[config.mk]
export PLATFORM = sky130hd
export DESIGN_NAME = systolic_drain
export DESIGN_NICKNAME = d
export VERILOG_FILES = /design/src/rtl/systolic_pkg.sv /design/src/rtl/systolic_requant.sv /design/src/rtl/systolic_drain.sv
export SDC_FILE = /design/constraint.sdc
export NUM_CORES = 1
export LEC_CHECK = 0
export CELL_PAD_IN_SITES_DETAIL_PLACEMENT = 1
export CELL_PAD_IN_SITES_GLOBAL_PLACEMENT = 2
export CORE_UTILIZATION = 40
export DETAILED_ROUTE_END_ITERATION = 8
export DONT_BUFFER_PORTS = 1
export GPL_ROUTABILITY_DRIVEN = 0
export MAX_ROUTING_LAYER = met4
export PLACE_DENSITY_LB_ADDON = 0.1
export SKIP_CTS_REPAIR_TIMING = 1
export SYNTH_ARGS = -nofsm -noshare
export SYNTH_HDL_FRONTEND = slang
export SYNTH_SLANG_ARGS = --single-unit
[constraint.sdc]
create_clock -name clk -period 11.42 [get_ports clk]
set_clock_uncertainty 0.15 [all_clocks]
set_input_delay 2.284 -clock clk [delete_from_list [all_inputs] [get_ports clk]]
set_output_delay 2.284 -clock clk [all_outputs]
set_load 0.02 [all_outputs]
[src/rtl/systolic_pkg.sv]
// Shared types for the systolic PE row drain path.
//   ACC_W / DATA_W : accumulator and requantized output widths
//   acc_t / data_t : signed lane value types
//   drain_state_e  : drain controller states
package systolic_pkg;

    localparam int unsigned ACC_W  = 16;
    localparam int unsigned DATA_W = 8;

    typedef logic signed [ACC_W-1:0]  acc_t;
    typedef logic signed [DATA_W-1:0] data_t;

    typedef enum logic {
        IDLE  = 1'b0,
        DRAIN = 1'b1
    } drain_state_e;

endpackage : systolic_pkg

[src/rtl/systolic_requant.sv]
// Combinational requantizer: signed accumulator -> int8.
// Rounds half up, arithmetic-shifts right by `shift`, then saturates.
// Optional build macro SYSTOLIC_DRAIN_RELU_EN clamps negative results to 0.
// Ports:
//   acc   in  acc_t        accumulator value
//   shift in  [3:0]        right-shift amount, 0..15
//   q     out data_t       requantized result
module systolic_requant
    import systolic_pkg::*;
(
    input  acc_t        acc,
    input  logic [3:0]  shift,
    output data_t       q
);

    // One extra bit so 0x7FFF plus the rounding increment cannot wrap.
    localparam int unsigned EXT_W     = ACC_W + 1;
    localparam int          SAT_MAX_I = (1 << (DATA_W - 1)) - 1;
    localparam int          SAT_MIN_I = -(1 << (DATA_W - 1));
    localparam logic signed [EXT_W-1:0] SAT_MAX = EXT_W'(SAT_MAX_I);
    localparam logic signed [EXT_W-1:0] SAT_MIN = EXT_W'(SAT_MIN_I);

    logic signed [EXT_W-1:0] ext;
    logic signed [EXT_W-1:0] rnd;
    logic signed [EXT_W-1:0] sum;
    logic signed [EXT_W-1:0] shifted;
    data_t                   sat;

    // Round, shift, saturate.
    always_comb begin
        ext = {acc[ACC_W-1], acc};
        rnd = '0;
        if (shift != 4'd0) begin
            rnd = EXT_W'(1) << (shift - 4'd1);
        end
        sum     = ext + rnd;
        shifted = sum >>> shift;

        if (shifted > SAT_MAX) begin
            sat = DATA_W'(SAT_MAX_I);
        end else if (shifted < SAT_MIN) begin
            sat = DATA_W'(SAT_MIN_I);
        end else begin
            sat = shifted[DATA_W-1:0];
        end
    end

`ifdef SYSTOLIC_DRAIN_RELU_EN
    // Negative results clamp to zero.
    always_comb begin
        q = sat;
        if (sat[DATA_W-1]) begin
            q = '0;
        end
    end
`else
    always_comb begin
        q = sat;
    end
`endif

endmodule : systolic_requant

[src/rtl/systolic_drain.sv]
// Drain stage of the systolic PE row. Snapshots N_LANES accumulators on a
// capture pulse, requantizes each to int8 and streams them out one lane per
// valid/ready transfer, so the PEs can start the next tile immediately.
// Build macro: SYSTOLIC_DRAIN_RELU_EN (negative outputs clamp to 0).
// Ports:
//   clk, rst_n  clock, asynchronous active-low reset
//   acc_in      packed accumulators, lane i at [i*ACC_W +: ACC_W]
//   capture     snapshot request pulse
//   shift_amt   right-shift amount, sampled at capture
//   out_data    requantized value of lane out_lane
//   out_lane    lane index currently presented
//   out_valid   out_data/out_lane valid
//   out_ready   downstream accepts
//   busy        snapshot held or draining
//   done        pulse after the last lane is accepted
//   overrun     pulse one cycle after a capture dropped during drain
module systolic_drain #(
    parameter int unsigned N_LANES = 4,
    parameter int unsigned ACC_W   = 16,
    parameter int unsigned DATA_W  = 8
) (
    input  logic                        clk,
    input  logic                        rst_n,
    input  logic [N_LANES*ACC_W-1:0]    acc_in,
    input  logic                        capture,
    input  logic [3:0]                  shift_amt,
    output logic [DATA_W-1:0]           out_data,
    output logic [$clog2(N_LANES)-1:0]  out_lane,
    output logic                        out_valid,
    input  logic                        out_ready,
    output logic                        busy,
    output logic                        done,
    output logic                        overrun
);

    localparam int unsigned LANE_W = $clog2(N_LANES);
    localparam logic [LANE_W-1:0] LAST_LANE = LANE_W'(N_LANES - 1);

    systolic_pkg::drain_state_e state, state_nxt;

    systolic_pkg::acc_t snap_q [N_LANES];
    logic [3:0]         shift_q;

    logic               accept;
    logic [LANE_W-1:0]  lane_nxt;

    systolic_pkg::acc_t  req_acc;
    logic [3:0]          req_shift;
    systolic_pkg::data_t req_data;

    logic                snap_load;
    logic                valid_d;
    logic                busy_d;
    logic                done_d;
    logic                overrun_d;
    logic [LANE_W-1:0]   lane_d;
    logic [DATA_W-1:0]   data_d;

    assign accept   = out_valid && out_ready;
    assign lane_nxt = out_lane + LANE_W'(1);

    // At capture the first lane is requantized straight from acc_in so it is
    // presented the following cycle; afterwards the snapshot feeds the next lane.
    always_comb begin
        if (state == systolic_pkg::IDLE) begin
            req_acc   = acc_in[ACC_W-1:0];
            req_shift = shift_amt;
        end else begin
            req_acc   = snap_q[lane_nxt];
            req_shift = shift_q;
        end
    end

    systolic_requant u_requant (
        .acc   (req_acc),
        .shift (req_shift),
        .q     (req_data)
    );

    // State register.
    always_ff @(posedge clk or negedge rst_n) begin
        if (!rst_n) begin
            state <= systolic_pkg::IDLE;
        end else begin
            state <= state_nxt;
        end
    end

    // Next-state logic.
    always_comb begin
        state_nxt = state;
        case (state)
            systolic_pkg::IDLE: begin
                if (capture) begin
                    state_nxt = systolic_pkg::DRAIN;
                end
            end
            systolic_pkg::DRAIN: begin
                if (accept && (out_lane == LAST_LANE)) begin
                    state_nxt = systolic_pkg::IDLE;
                end
            end
            default: state_nxt = systolic_pkg::IDLE;
        endcase
    end

    // Output logic: next values of the registered outputs.
    always_comb begin
        snap_load = 1'b0;
        valid_d   = out_valid;
        busy_d    = busy;
        done_d    = 1'b0;
        overrun_d = 1'b0;
        lane_d    = out_lane;
        data_d    = out_data;
        case (state)
            systolic_pkg::IDLE: begin
                if (capture) begin
                    snap_load = 1'b1;
                    valid_d   = 1'b1;
                    busy_d    = 1'b1;
                    lane_d    = '0;
                    data_d    = req_data;
                end
            end
            systolic_pkg::DRAIN: begin
                // Captures during a drain are dropped, including in the final cycle.
                overrun_d = capture;
                if (accept) begin
                    if (out_lane == LAST_LANE) begin
                        valid_d = 1'b0;
                        busy_d  = 1'b0;
                        done_d  = 1'b1;
                        lane_d  = '0;
                        data_d  = '0;
                    end else begin
                        lane_d  = lane_nxt;
                        data_d  = req_data;
                    end
                end
            end
            default: begin
                valid_d = 1'b0;
                busy_d  = 1'b0;
            end
        endcase
    end

    // Registered outputs.
    always_ff @(posedge clk or negedge rst_n) begin
        if (!rst_n) begin
            out_valid <= 1'b0;
            busy      <= 1'b0;
            done      <= 1'b0;
            overrun   <= 1'b0;
            out_lane  <= '0;
            out_data  <= '0;
        end else begin
            out_valid <= valid_d;
            busy      <= busy_d;
            done      <= done_d;
            overrun   <= overrun_d;
            out_lane  <= lane_d;
            out_data  <= data_d;
        end
    end

    // Snapshot buffer and shift amount, written only at capture from IDLE.
    always_ff @(posedge clk or negedge rst_n) begin
        if (!rst_n) begin
            for (int i = 0; i < int'(N_LANES); i++) begin
                snap_q[i] <= '0;
            end
            shift_q <= '0;
        end else if (snap_load) begin
            for (int i = 0; i < int'(N_LANES); i++) begin
                snap_q[i] <= acc_in[i*ACC_W +: ACC_W];
            end
            shift_q <= shift_amt;
        end
    end

endmodule : systolic_drain

==> out/qor.yml <==
status: "complete, no violations"
cp_top_family: "compound AO/OA/AOI/OAI gates"
drv_slew: 0
route.met3.wl_um: 639
final_common_cell: "mux2_2"
rsz0062_at_grt: "no"
numClockSinks: 82
min_path_type: "register to register"
cp_num_cells: 17
wl_met1_mm: 6.49
cts_tree: "yes"
n_fill_cell: 1471
drc: 0
worstSetupPathType: "input pin to register"
cts_root_buf: "clkbuf_16"
async_flop_share_pct: 100
layout-drive-gt1-share_pct: 27.8
grt_max_degree: 83
antenna_found_initial: 0
layout_common_cells: "90 x mux2_2, 82 x dfrtp_1, 44 x nor2_1, 43 x nand2_1, 21 x a21oi_1"
die-width_um: 119
maxSlewHeadroom_pct: 36.8
wire_per_inst_um: 21.5
io_pins: 86
cap_violations: 0
syn-num-nets: 599
insertion_delay_ns: 0.34
worstPathRequired_ns: 11.53
grt_pass1_wl_mm: 24.2
cp_max_fo: 17
cp-end-kind: "register"
max_freq_mhz: 163
min_period_over_period_pct: 53.9
grt_overflow: 0
cp.arrival_ns: 6.26
worstReg2RegStart: "out_lane[1]$_DFFE_PN0P_"
worstReg2RegEnd: "out_data[4]$_DFFE_PN0P_"
numCtsBuffers: 9
worst_slew_pin_slew_ns: 0.948
wl_mm: 14.6
stdcell_area_um2: 5930
fin_hold_ws_ns: 0.353
r2r_setup_slack_ns: 5.84
core_area_um2: 13300
clk_path_buf_depth: 2
synth.distinct_cells: 65
htree_levels: 3
yosysWarnings: 0
top_layer_used: "met4"
yosys.area.top_type: "dfrtp_1"
slowest_delay_ns: 0.43
grt_pass1_vias: 4268
setup_violations: 0
crit_start: "shift_amt[0]"
synth-edff-count: 0
cts.clk_slew.worst_paths_ns: 0.06
r2r_cells: 15
netlist_area_um2: 5520
avgViaCountPerCell: 5.86
place_area_um2: 5630
hold_depth: 1
area_growth_pct: 7.46
final.setup.tns_ns: 0
cp-endpoint: "out_data[4]$_DFFE_PN0P_"
min_period_ns: 6.15
slowest_stage: "xnor2_2"
cp_cell_sequence: "mux2_2, nand2_1, nor2_1, ha_1, inv_1, fa_1, nand2b_1, a21oi_2, o21a_1, o41ai_2, xnor2_2, inv_1, a211oi_1, a21oi_1, o211ai_1, o211ai_4, o211ai_1"
num_antenna_cells: 0
die-area_um2: 14300
final_core_util_pct: 44.4
ys_ff_latch: 82
synthTopCellsByArea: "dfrtp_1 37%, mux2_2 18%, mux4_2 6.9%"
netlist.area_leader.share_pct: 37.2
start_util_pct: 41.3
drtIter0Drc: 226
dp_hpwl_mm: 11.0
num_rows: 42
num_vias: 3980
grt_use_total_pct: 22.8
synthesis.instances: 509
final_nets: 589
ys_seq_area_share_pct: 37.2
port_buffers: 0
critPathLaunchType: "input pin"
first_pass_iters: 4
die_h_um: 119
wl_met2_mm: 7.27
hold_viol_final: 0
ant_nets: 0
ys.flop_type: "dfrtp_1"
path_buf_inv: 2
avgSynthCellArea_um2: 10.8
worst min-delay path by stage:
stage                           startpoint                     end  slack [ns]
CTS                  snap_q[8]$_DFFE_PN0P_   snap_q[8]$_DFFE_PN0P_        0.36
global placement    snap_q[55]$_DFFE_PN0P_  snap_q[55]$_DFFE_PN0P_        0.33
detailed placement   snap_q[8]$_DFFE_PN0P_   snap_q[8]$_DFFE_PN0P_        0.34
global route         snap_q[3]$_DFFE_PN0P_   snap_q[3]$_DFFE_PN0P_        0.37
finish              snap_q[13]$_DFFE_PN0P_  snap_q[13]$_DFFE_PN0P_        0.35
floorplan            snap_q[0]$_DFFE_PN0P_   snap_q[0]$_DFFE_PN0P_        0.33
kinds of logic (layout without fill, tap and decap cells):
kind of cell,Yosys count,in the layout,synth area share [%]
xor+xnor,13,13,2.20
mux,124,124,28.4
other cells,1,1,0.0680
simple gates,129,129,10.6
fa+ha+maj,18,18,4.22
buf+inv,38,32,3.76
compound gates,104,104,13.6
flops,82,82,37.2
Yosys cell counts (5+ instances only):
cell	number
a211oi_1	6
a21o_1	9
a21oi_1	21
buf_1	5
buf_6	6
clkbuf_1	12
dfrtp_1	82
ha_1	17
inv_1	10
mux2_2	90
mux2i_1	17
mux4_2	17
nand2_1	43
nand3_1	5
nor2_1	44
nor3_1	8
o211ai_1	13
o21ai_0	16
xnor2_1	6
xor2_1	6
metrics by stage:
step	setup WS (ns)	std cells
final	5.27	679
after global routing	4.93	679
after CTS	5.28	679
after detailed placement	4.92	664
after global placement	5.01	664
after floorplan	5.37	509
sequential cells by signal (all words and copies together) (netlist names):
name and flops:
snap_q 64, out_data 8, shift_q 4, out_lane 2
busy 1, done 1, overrun 1, state 1
final cells by class:
cell class                 instances  area (µm²)  share of cell area (%)
clock buffer                      10         239                    4.03
inverter                          10        37.5                   0.633
clock inverter                     5        62.6                    1.06
multi-input combinational        389        3270                    55.1
timing repair buffer               7        52.6                   0.886
sequential                        82        2050                    34.6
tap                              176         220                    3.71
layer usage:
metal | GRT usage [%] | up-vias
met2 | 36.6 | 76
met1 | 28.8 | 2015
met5 | - | -
met4 | 5.63 | 0
met3 | 5.75 | 12
li1 | - | 1877
worst register-to-register path, cell delays in order (launching register included):
cell	delay (ns)
dfrtp_1	0.48
ha_1	0.96
mux4_2	0.43
mux2_2	0.30
ha_1	0.42
a21oi_1	0.25
nor2_1	0.11
or2_1	0.26
o41ai_2	0.45
xnor2_2	0.28
inv_1	0.29
a211oi_1	0.30
a21oi_1	0.12
o211ai_1	0.30
o211ai_4	0.17
o211ai_1	0.21
Power is left out: the tool's default activity adds up to more than one toggle a clock period on the data nets, which glitch-free logic cannot reach.
